===== src/rtl/imem_loader_pkg.sv =====
// Shared definitions for the serial instruction-memory loader:
// FSM encodings, default framing constants and UART bit-timing helpers.
package imem_loader_pkg;

  localparam logic [7:0] DEFAULT_SYNC_BYTE    = 8'hA5;
  localparam int         DEFAULT_CLKS_PER_BIT = 104;
  localparam int         DEFAULT_ADDR_W       = 4;

  typedef enum logic [2:0] {
    ST_HUNT,
    ST_COUNT,
    ST_DATA,
    ST_CHECK,
    ST_DONE,
    ST_ERR
  } loader_state_t;

  typedef enum logic [1:0] {
    RX_IDLE,
    RX_START,
    RX_DATA,
    RX_STOP
  } rx_state_t;

  // Tick index at which the start bit is re-checked (middle of the bit).
  function automatic int midBitTick(input int clksPerBit);
    return (clksPerBit / 2) - 1;
  endfunction

  function automatic int bitCntWidth(input int clksPerBit);
    return (clksPerBit <= 2) ? 1 : $clog2(clksPerBit);
  endfunction

endpackage


===== src/rtl/imem_loader_uart_rx.sv =====
// uart_rx_byte: 8N1 receiver with 2-flop synchroniser, mid-bit start check,
// LSB-first shift register; strobes o_valid or o_frame_err one cycle after the stop sample.
module uart_rx_byte
  import imem_loader_pkg::*;
#(
  parameter int CLKS_PER_BIT = DEFAULT_CLKS_PER_BIT
) (
  input  logic       i_clk,
  input  logic       i_rst,
  input  logic       i_rx,
  output logic [7:0] o_byte,
  output logic       o_valid,
  output logic       o_frame_err
);

  localparam int                CNT_W     = bitCntWidth(CLKS_PER_BIT);
  localparam logic [CNT_W-1:0]  MID_TICK  = CNT_W'(midBitTick(CLKS_PER_BIT));
  localparam logic [CNT_W-1:0]  LAST_TICK = CNT_W'(CLKS_PER_BIT - 1);

  logic [1:0]       r_sync;
  logic             r_rxPrev;
  rx_state_t        r_state;
  logic [CNT_W-1:0] r_tick;
  logic [2:0]       r_bitIdx;
  logic [7:0]       r_shift;
  logic             r_valid;
  logic             r_frameErr;
  logic             w_rx;

  assign w_rx        = r_sync[1];
  assign o_byte      = r_shift;
  assign o_valid     = r_valid;
  assign o_frame_err = r_frameErr;

  // Sync flops reset high so a reset release never looks like a start edge.
  always_ff @(posedge i_clk or posedge i_rst) begin
    if (i_rst) begin
      r_sync     <= 2'b11;
      r_rxPrev   <= 1'b1;
      r_state    <= RX_IDLE;
      r_tick     <= '0;
      r_bitIdx   <= '0;
      r_shift    <= '0;
      r_valid    <= 1'b0;
      r_frameErr <= 1'b0;
    end else begin
      r_sync     <= {r_sync[0], i_rx};
      r_rxPrev   <= w_rx;
      r_valid    <= 1'b0;
      r_frameErr <= 1'b0;
      case (r_state)
        RX_IDLE: begin
          if (r_rxPrev && !w_rx) begin
            r_state <= RX_START;
            r_tick  <= '0;
          end
        end
        RX_START: begin
          if (r_tick == MID_TICK) begin
            r_tick   <= '0;
            r_bitIdx <= '0;
            r_state  <= w_rx ? RX_IDLE : RX_DATA;
          end else begin
            r_tick <= r_tick + CNT_W'(1);
          end
        end
        RX_DATA: begin
          if (r_tick == LAST_TICK) begin
            r_tick  <= '0;
            r_shift <= {w_rx, r_shift[7:1]};
            if (r_bitIdx == 3'd7) begin
              r_state <= RX_STOP;
            end else begin
              r_bitIdx <= r_bitIdx + 3'd1;
            end
          end else begin
            r_tick <= r_tick + CNT_W'(1);
          end
        end
        RX_STOP: begin
          if (r_tick == LAST_TICK) begin
            r_tick     <= '0;
            r_state    <= RX_IDLE;
            r_valid    <= w_rx;
            r_frameErr <= ~w_rx;
          end else begin
            r_tick <= r_tick + CNT_W'(1);
          end
        end
        default: r_state <= RX_IDLE;
      endcase
    end
  end

endmodule


===== src/rtl/imem_loader.sv =====
// imem_loader: UART program loader filling instruction memory from address 0, holding the CPU until done.
// Optional trailing checksum byte enabled by defining IMEM_LOADER_CHECKSUM_EN.
module imem_loader
  import imem_loader_pkg::*;
#(
  parameter int         CLKS_PER_BIT = DEFAULT_CLKS_PER_BIT,
  parameter int         ADDR_W       = DEFAULT_ADDR_W,
  parameter logic [7:0] SYNC_BYTE    = DEFAULT_SYNC_BYTE
) (
  input  logic              CLK,
  input  logic              RST,
  input  logic              uart_rx,
  output logic              imem_we,
  output logic [ADDR_W-1:0] imem_addr,
  output logic [31:0]       imem_wdata,
  output logic              cpu_hold,
  output logic              load_done,
  output logic              load_err
);

  localparam int CNT_W     = ADDR_W + 1;
  localparam int MAX_WORDS = 1 << ADDR_W;
`ifdef IMEM_LOADER_CHECKSUM_EN
  localparam loader_state_t ST_FINAL = ST_CHECK;
`else
  localparam loader_state_t ST_FINAL = ST_DONE;
`endif

  logic [7:0]        w_byte;
  logic              w_byteValid;
  logic              w_frameErr;
  logic              w_isSync;
  logic              w_countTooBig;
  logic              w_lastWord;
  loader_state_t     w_nextState;

  loader_state_t     r_state;
  logic [CNT_W-1:0]  r_wordsLeft;
  logic [1:0]        r_byteIdx;
  logic [23:0]       r_word;
  logic              r_we;
  logic [ADDR_W-1:0] r_addr;
  logic [31:0]       r_wdata;
  logic              r_cpuHold;
  logic              r_loadDone;
  logic              r_loadErr;
`ifdef IMEM_LOADER_CHECKSUM_EN
  logic [7:0]        r_sum;
`endif

  uart_rx_byte #(
    .CLKS_PER_BIT (CLKS_PER_BIT)
  ) u_rx (
    .i_clk       (CLK),
    .i_rst       (RST),
    .i_rx        (uart_rx),
    .o_byte      (w_byte),
    .o_valid     (w_byteValid),
    .o_frame_err (w_frameErr)
  );

  assign w_isSync      = (w_byte == SYNC_BYTE);
  assign w_countTooBig = ({24'd0, w_byte} > 32'(MAX_WORDS));
  assign w_lastWord    = (r_wordsLeft == CNT_W'(1));

  assign imem_we    = r_we;
  assign imem_addr  = r_addr;
  assign imem_wdata = r_wdata;
  assign cpu_hold   = r_cpuHold;
  assign load_done  = r_loadDone;
  assign load_err   = r_loadErr;

  // Framing errors abort any frame in progress but are harmless while hunting or loaded.
  always_comb begin
    w_nextState = r_state;
    if (w_frameErr) begin
      if (r_state != ST_HUNT && r_state != ST_DONE) begin
        w_nextState = ST_ERR;
      end
    end else if (w_byteValid) begin
      case (r_state)
        ST_HUNT:  if (w_isSync) w_nextState = ST_COUNT;
        ST_COUNT: begin
          if (w_countTooBig) begin
            w_nextState = ST_ERR;
          end else if (w_byte == 8'd0) begin
            w_nextState = ST_FINAL;
          end else begin
            w_nextState = ST_DATA;
          end
        end
        ST_DATA:  if (r_byteIdx == 2'd3 && w_lastWord) w_nextState = ST_FINAL;
`ifdef IMEM_LOADER_CHECKSUM_EN
        ST_CHECK: w_nextState = (w_byte == r_sum) ? ST_DONE : ST_ERR;
`endif
        ST_DONE:  if (w_isSync) w_nextState = ST_COUNT;
        ST_ERR:   if (w_isSync) w_nextState = ST_COUNT;
        default:  w_nextState = ST_HUNT;
      endcase
    end
  end

  // Status flags are registered straight from the next state so they move together with it.
  always_ff @(posedge CLK or posedge RST) begin
    if (RST) begin
      r_state     <= ST_HUNT;
      r_wordsLeft <= '0;
      r_byteIdx   <= '0;
      r_word      <= '0;
      r_we        <= 1'b0;
      r_addr      <= '0;
      r_wdata     <= '0;
      r_cpuHold   <= 1'b1;
      r_loadDone  <= 1'b0;
      r_loadErr   <= 1'b0;
`ifdef IMEM_LOADER_CHECKSUM_EN
      r_sum       <= '0;
`endif
    end else begin
      r_state    <= w_nextState;
      r_cpuHold  <= (w_nextState != ST_DONE);
      r_loadDone <= (w_nextState == ST_DONE);
      r_loadErr  <= (w_nextState == ST_ERR);
      r_we       <= 1'b0;

      // Advance only after a non-final write so the address never wraps past the top word.
      if (r_we && r_state == ST_DATA) begin
        r_addr <= r_addr + ADDR_W'(1);
      end

      if (w_byteValid && !w_frameErr) begin
        case (r_state)
          ST_COUNT: begin
            r_wordsLeft <= w_byte[CNT_W-1:0];
            r_byteIdx   <= '0;
            r_addr      <= '0;
`ifdef IMEM_LOADER_CHECKSUM_EN
            r_sum       <= w_byte;
`endif
          end
          ST_DATA: begin
            r_byteIdx <= r_byteIdx + 2'd1;
`ifdef IMEM_LOADER_CHECKSUM_EN
            r_sum     <= r_sum + w_byte;
`endif
            case (r_byteIdx)
              2'd0: r_word[7:0]   <= w_byte;
              2'd1: r_word[15:8]  <= w_byte;
              2'd2: r_word[23:16] <= w_byte;
              default: begin
                r_we        <= 1'b1;
                r_wdata     <= {w_byte, r_word};
                r_wordsLeft <= r_wordsLeft - CNT_W'(1);
              end
            endcase
          end
          default: ;
        endcase
      end
    end
  end

endmodule


===== config.mk =====
export PLATFORM = sky130hd
export DESIGN_NAME = imem_loader
export DESIGN_NICKNAME = d
export VERILOG_FILES = /design/src/rtl/imem_loader_pkg.sv /design/src/rtl/imem_loader_uart_rx.sv /design/src/rtl/imem_loader.sv
export SDC_FILE = /design/constraint.sdc
export NUM_CORES = 1
export LEC_CHECK = 0
export CORE_ASPECT_RATIO = 0.7
export CORE_MARGIN = 4
export CORE_UTILIZATION = 55
export DETAILED_ROUTE_END_ITERATION = 12
export PLACE_DENSITY = 0.84
export SYNTH_ARGS = -nofsm -noshare
export SYNTH_HDL_FRONTEND = slang
export SYNTH_SLANG_ARGS = --single-unit
export TNS_END_PERCENT = 100

===== constraint.sdc =====
create_clock -name CLK -period 5.75 [get_ports CLK]
set_clock_uncertainty 0.2 [all_clocks]
set_input_delay 0.575 -clock CLK [delete_from_list [all_inputs] [get_ports CLK]]
set_output_delay 0.575 -clock CLK [all_outputs]
set_load 0.05 [all_outputs]

==> results.sh, run 1 <==
export IMPL_status="completed"
export IMPL_min_delay_start="u_rx.r_sync[0]"
export IMPL_required_ps=5780
export IMPL_drtAntennaViolNets=0
export IMPL_final_common_cell="dfrtp_1"
export IMPL_die_height_um=82.83
export IMPL_dieArea_um2=9516
export IMPL_dr_pass1_iters=4
export IMPL_timing_rr_start="r_state[1]"
export IMPL_clockBufferDepth=2
export IMPL_clockPowerShare_pct=42.4
export IMPL_syn_inst=351
export IMPL_max_vdd_ir_drop_uv=198.7
export IMPL_worstMarginPinSlew_ps=805.5
export IMPL_layout_nets=401
export IMPL_grt_overflow_total=0
export IMPL_cts_root_buf="clkbuf_16"
export IMPL_finalHoldViolations=0
export IMPL_crit_type="reg2reg"
export IMPL_crit_path_max_incr_delay_ps=630
export IMPL_synth_top_area_share_pct=54.04
export IMPL_timing_fmax_mhz=343.9
export IMPL_worstPathCellList="inv_1 > a21oi_1 > nor3_2 > nand2_2 > mux2_2"
export IMPL_synth_edf_count=0
export IMPL_crit_fanout=33
export IMPL_clkSinkCount=99
export IMPL_drt_wl_total_mm=8.513
export IMPL_grt_first_pass_wirelength_mm=14.72
export IMPL_holdWs_ps=160.3
export IMPL_min_path_type="reg2reg"
export IMPL_post_route_util_pct=68.53
export IMPL_setup_viol=0
export IMPL_cts_buffers=9
export IMPL_synth_async_reset_ratio_pct=100.0
export IMPL_placed_cells=474
export IMPL_syn_avg_cell_area_um2=12.53
export IMPL_grt_usage_pct=19.66
export IMPL_syn2layout_area_growth_pct=17.58
export IMPL_min_period_over_period_pct=50.57
export IMPL_synth_nets=365
export IMPL_htreeDepth=3
export IMPL_period_minus_slack_ps=2908
export IMPL_setup_worst_path_start="r_state[1]"
export IMPL_wl_per_cell_um=17.37
export IMPL_slew_headroom_pct=46.30
export IMPL_coreArea_um2=7547
export IMPL_worstSetupStartpointType="flop"
export IMPL_synth_area_um2=4399
export IMPL_arrival_ps=2940
export IMPL_drive_above_1_share_pct=25.00
export IMPL_ctsHoldBuffers=0
export IMPL_num_antenna_cells=0
export IMPL_cts_tree="yes"
export IMPL_p_seq_share_pct=51.2
export IMPL_setup_slack_ps=2842
export IMPL_antenna_found_initial=0
export IMPL_slew_viol_final=0
export IMPL_yosysWarnings=0
export IMPL_drcViolationCount=0
export IMPL_layout_common_cells="dfrtp_1 (95), mux2_2 (64), clkdlybuf4s50_1 (42), nand2_1 (26), o21ai_0 (17)"
export IMPL_ios=43
export IMPL_power_switching_uw=349.5
export IMPL_ctsResizeCount=0
export IMPL_clk_latency_ps=350
export IMPL_route_vias_total=2814
export IMPL_io_buffers=42
export IMPL_start_util_pct=58.29
export IMPL_dp_slack_ps=2837
export IMPL_rsz0062_at_grt="no"
export IMPL_synth_seq_cells=99
export IMPL_fillers=546
export IMPL_gp_congestion=0.9005
export IMPL_finalSetupTns_ps=0
export IMPL_comb_power_share_pct=6.4
export IMPL_p_leak_nw=2.445
export IMPL_power_density_nw_per_um2=284.2
export IMPL_first_iter_violations=169
export IMPL_grt_max_degree=68
export IMPL_grt_pass1_vias=2921
export IMPL_switching_share_pct=23.77
export IMPL_end_kind="flop"
export IMPL_row_count=26
export IMPL_synth_top_cell_by_area="dfrtp_1"
export IMPL_yosysSeqAreaShare_pct=56.43
export IMPL_path_clk_slew_ps=70
export IMPL_yosysUniqueCellTypes=57
export IMPL_dpl_hpwl_mm=5.657
export IMPL_chipWidth_um=114.9
export IMPL_slowest_stage="nand2_2"
export IMPL_cts_setup_buffers=0
export IMPL_yosys_most_used_dff="dfrtp_1"
export IMPL_final_cells=490
export IMPL_drv_cap=0
export IMPL_vias_per_cell=5.743
export IMPL_synth_area_leaders="dfrtp_1 (54%), mux2_2 (16%), ha_1 (3.1%)"
export IMPL_p_int_mw=1.121
==> power by group through the flow <==
stage	Combinational, mW	Clock, mW	Sequential [mW]
final	0.0937	0.624	0.753
after CTS	0.0955	0.639	0.752
after floorplan	0.0874	0	0.751
after global routing	0.110	0.666	0.757
after detailed placement	0.0960	0	0.765
after global placement	0.0907	0	0.763
==> metrics by stage <==
step	area, um2	total power [mW]
floorplan	4399	0.8380
global placement	4861	0.8539
detailed placement	4861	0.8609
CTS	5172	1.486
global route	5172	1.532
finish	5172	1.470
==> worst paths after layout <==
| check | slack [ps] | cells after the start | to |
|---|---|---|---|
| min in group asynchronous | 370 | 2 | u_rx.r_tick[3] |
| max | 2840 | 5 | imem_wdata[12] |
| max in group asynchronous | 3830 | 3 | imem_wdata[19] |
| min reg2reg | 160 | 0 | u_rx.r_sync[1] |
| max reg2reg | 2840 | 5 | imem_wdata[12] |
| min | 160 | 0 | u_rx.r_sync[1] |
==> per-layer routing <==
layer	share of wire, %	global-route usage (%)
met2	46	28.78
met4	1.3	6.183
met5	0	0
met3	6.4	6.541
met1	46	27.82
==> synthesized netlist by cell type (all sizes together), types with 3 or more instances <==
master   instances
dfrtp           95
mux2            64
nand2           27
o21ai           18
nor2            14
inv             12
ha              11
nand3           10
a21oi            9
buf              9
clkbuf           9
nor3             6
mux2i            5
dfstp            4
nand2b           4
o211ai           4
o2bb2ai          4
a21o             3
and3             3
nor4             3
xor2             3
==> state kept, by name, summed over array words and instances, names as in the netlist, named ones only <==
name and count:
imem_wdata 32, r_word 24, u_rx.o_byte 8, u_rx.r_tick 7, r_wordsLeft 5, imem_addr 4
r_state 3, u_rx.r_bitIdx 3, r_byteIdx 2, u_rx.r_sync 2, cpu_hold 1, imem_we 1
load_done 1, load_err 1, u_rx.o_frame_err 1, u_rx.o_valid 1, u_rx.r_rxPrev 1, u_rx.r_state 1
==> kinds of logic (layout without fill, tap and decap cells) <==
logic type | count (synthesis) | in the layout | synth area share (%)
xor+xnor | 5 | 5 | 0.9956
buf+inv | 30 | 71 | 3.100
compound gates | 53 | 53 | 7.963
mux | 69 | 69 | 17.52
simple gates | 84 | 84 | 10.86
flops | 99 | 99 | 56.43
fa+ha+maj | 11 | 11 | 3.129
==> cell type report <==
type	instances	area, um2	area share, %
Clock inverter	5	68.82	1.330
Clock buffer	11	242.7	4.693
Multi-Input combinational cell	222	1780	34.42
Inverter	12	47.55	0.9192
Timing Repair Buffer	43	427.9	8.273
Sequential cell	99	2482	47.99
Tap cell	98	122.6	2.371
==> worst max-delay path, delay by kind of cell (launching register included) <==
family          cells  cell delay [ps]
compound gates      1              140
flops               1              490
mux                 1              480
buf+inv             1              280
simple gates        2             1180
Power figures use the tool's default switching activity.
==> run 2: changes to the inputs <==
- clock period: 5.75 -> 2.95 ns (I/O delays scaled with it)
==> results.sh, run 2 (synthesis results as in run 1) <==
export IMPL_chipWidth_um=114.9
export IMPL_first_iter_violations=194
export IMPL_crit_end="imem_wdata[26]"
export IMPL_reg2reg_depth=6
export IMPL_min_period_over_period_pct=76.96
export IMPL_drt_wl_total_mm=9.073
export IMPL_row_count=26
export IMPL_finalHoldViolations=0
export IMPL_die_height_um=82.83
export IMPL_route_vias_total=2856
export IMPL_crit_type="reg2reg"
export IMPL_htreeDepth=3
export IMPL_coreArea_um2=7547
export IMPL_cts_setup_buffers=0
export IMPL_vias_per_cell=5.781
export IMPL_path_clk_slew_ps=60
export IMPL_status="completed"
export IMPL_clockBufferDepth=2
export IMPL_comb_power_share_pct=6.9
export IMPL_final_common_cell="dfrtp_1"
export IMPL_grt_usage_pct=20.72
export IMPL_rsz0062_at_grt="no"
export IMPL_multiInputGateArea_um2=1780
export IMPL_io_buffers=42
export IMPL_num_antenna_cells=0
export IMPL_p_leak_nw=2.458
export IMPL_ctsHoldBuffers=0
export IMPL_largest_reg_flops=32
export IMPL_antenna_found_initial=0
export IMPL_clk_latency_ps=350
export IMPL_worstSetupStartpointType="flop"
export IMPL_timing_fmax_mhz=440.5
export IMPL_timing_rr_end="imem_wdata[26]"
export IMPL_layout_nets=405
export IMPL_ios=43
export IMPL_worstPathCellList="inv_1 > a21oi_1 > nor3_2 > nand2_2 > buf_12 > mux2_2"
export IMPL_holdWs_ps=126.8
export IMPL_period_minus_slack_ps=2270
export IMPL_cts_tree="yes"
export IMPL_clkSinkCount=99
export IMPL_dpl_hpwl_mm=6.170
export IMPL_slowest_stage="dfrtp_1"
export IMPL_switching_share_pct=23.30
export IMPL_final_cells=494
export IMPL_start_util_pct=58.29
export IMPL_grt_overflow_total=0
export IMPL_slew_viol_final=0
export IMPL_dieArea_um2=9516
export IMPL_layout_common_cells="dfrtp_1 (95), mux2_2 (64), clkdlybuf4s50_1 (42), nand2_1 (26), o21ai_0 (17)"
export IMPL_power_total_mw=2.754
export IMPL_p_seq_share_pct=53.4
export IMPL_arrival_ps=2290
export IMPL_ctsResizeCount=0
export IMPL_slew_headroom_pct=48.32
export IMPL_dp_slack_ps=707.7
export IMPL_crit_path_max_incr_delay_ps=530
export IMPL_power_density_nw_per_um2=530.1
export IMPL_syn2layout_area_growth_pct=18.09
export IMPL_reg2reg_setup_slack_ps=680
export IMPL_cts_root_buf="clkbuf_16"
export IMPL_grt_first_pass_wirelength_mm=15.41
export IMPL_crit_fanout=20
export IMPL_p_int_mw=2.112
export IMPL_finalSetupTns_ps=0
export IMPL_ff_latch_area_um2=2482
export IMPL_grt_max_degree=53
export IMPL_end_kind="flop"
export IMPL_placed_cells=478
export IMPL_drive_above_1_share_pct=25.25
export IMPL_clockPowerShare_pct=39.7
export IMPL_gp_congestion=0.8842
export IMPL_required_ps=2970
export IMPL_drtAntennaViolNets=0
export IMPL_dr_pass1_iters=4
export IMPL_setup_viol=0
export IMPL_power_switching_uw=641.8
export IMPL_setup_worst_path_start="r_state[1]"
export IMPL_setup_slack_ps=679.7
export IMPL_timing_rr_start="r_state[1]"
export IMPL_worstMarginPinSlew_ps=768.3
export IMPL_min_path_type="in2async"
export IMPL_wl_per_cell_um=18.37
export IMPL_cts_buffers=9
export IMPL_post_route_util_pct=68.83
export IMPL_max_vdd_ir_drop_uv=511.2
export IMPL_design_area_um2=5195
export IMPL_grt_pass1_vias=2963
export IMPL_fillers=549
export IMPL_drcViolationCount=0
export IMPL_place_area_um2=4917
export IMPL_drv_cap=0
run 2: critical path, delay by kind of cell, from the launching register on:
family          cells  cell delay [ps]
buf+inv             2              460
flops               1              530
compound gates      1              210
mux                 1              350
simple gates        2              390
run 2: how the worst min path moves through the flow:
stage / depth (start not counted) / end
floorplan: 0 / u_rx.r_sync[0]
global placement: 0 / u_rx.r_sync[1]
detailed placement: 0 / u_rx.r_sync[1]
CTS: 2 / r_word[13]
global route: 1 / u_rx.r_sync[0]
finish: 2 / r_word[13]
run 2: cell type report:
| cell class | instances | share of cell area [%] |
|---|---|---|
| Clock inverter | 2 | 0.2649 |
| Clock buffer | 14 | 5.082 |
| Tap cell | 98 | 2.360 |
| Sequential cell | 99 | 47.78 |
| Multi-Input combinational cell | 222 | 34.27 |
| Timing Repair Buffer | 47 | 9.297 |
| Inverter | 12 | 0.9393 |
run 2: per-layer routing:
layer / vias up / track usage [%] / wire length, um
met1: 1430 / 27.83 / 4181
met2: 84 / 31.36 / 4168
met3: 17 / 8.430 / 587
met5: - / 0 / 0
met4: 0 / 5.437 / 136
li1: 1325 / - / -
run 2: power groups by stage:
stage / Combinational (mW) / Sequential, mW / Clock, mW
floorplan: 0.171 / 1.46 / 0
global placement: 0.179 / 1.49 / 0
detailed placement: 0.188 / 1.49 / 0
CTS: 0.191 / 1.47 / 1.12
global route: 0.210 / 1.48 / 1.18
finish: 0.189 / 1.47 / 1.09
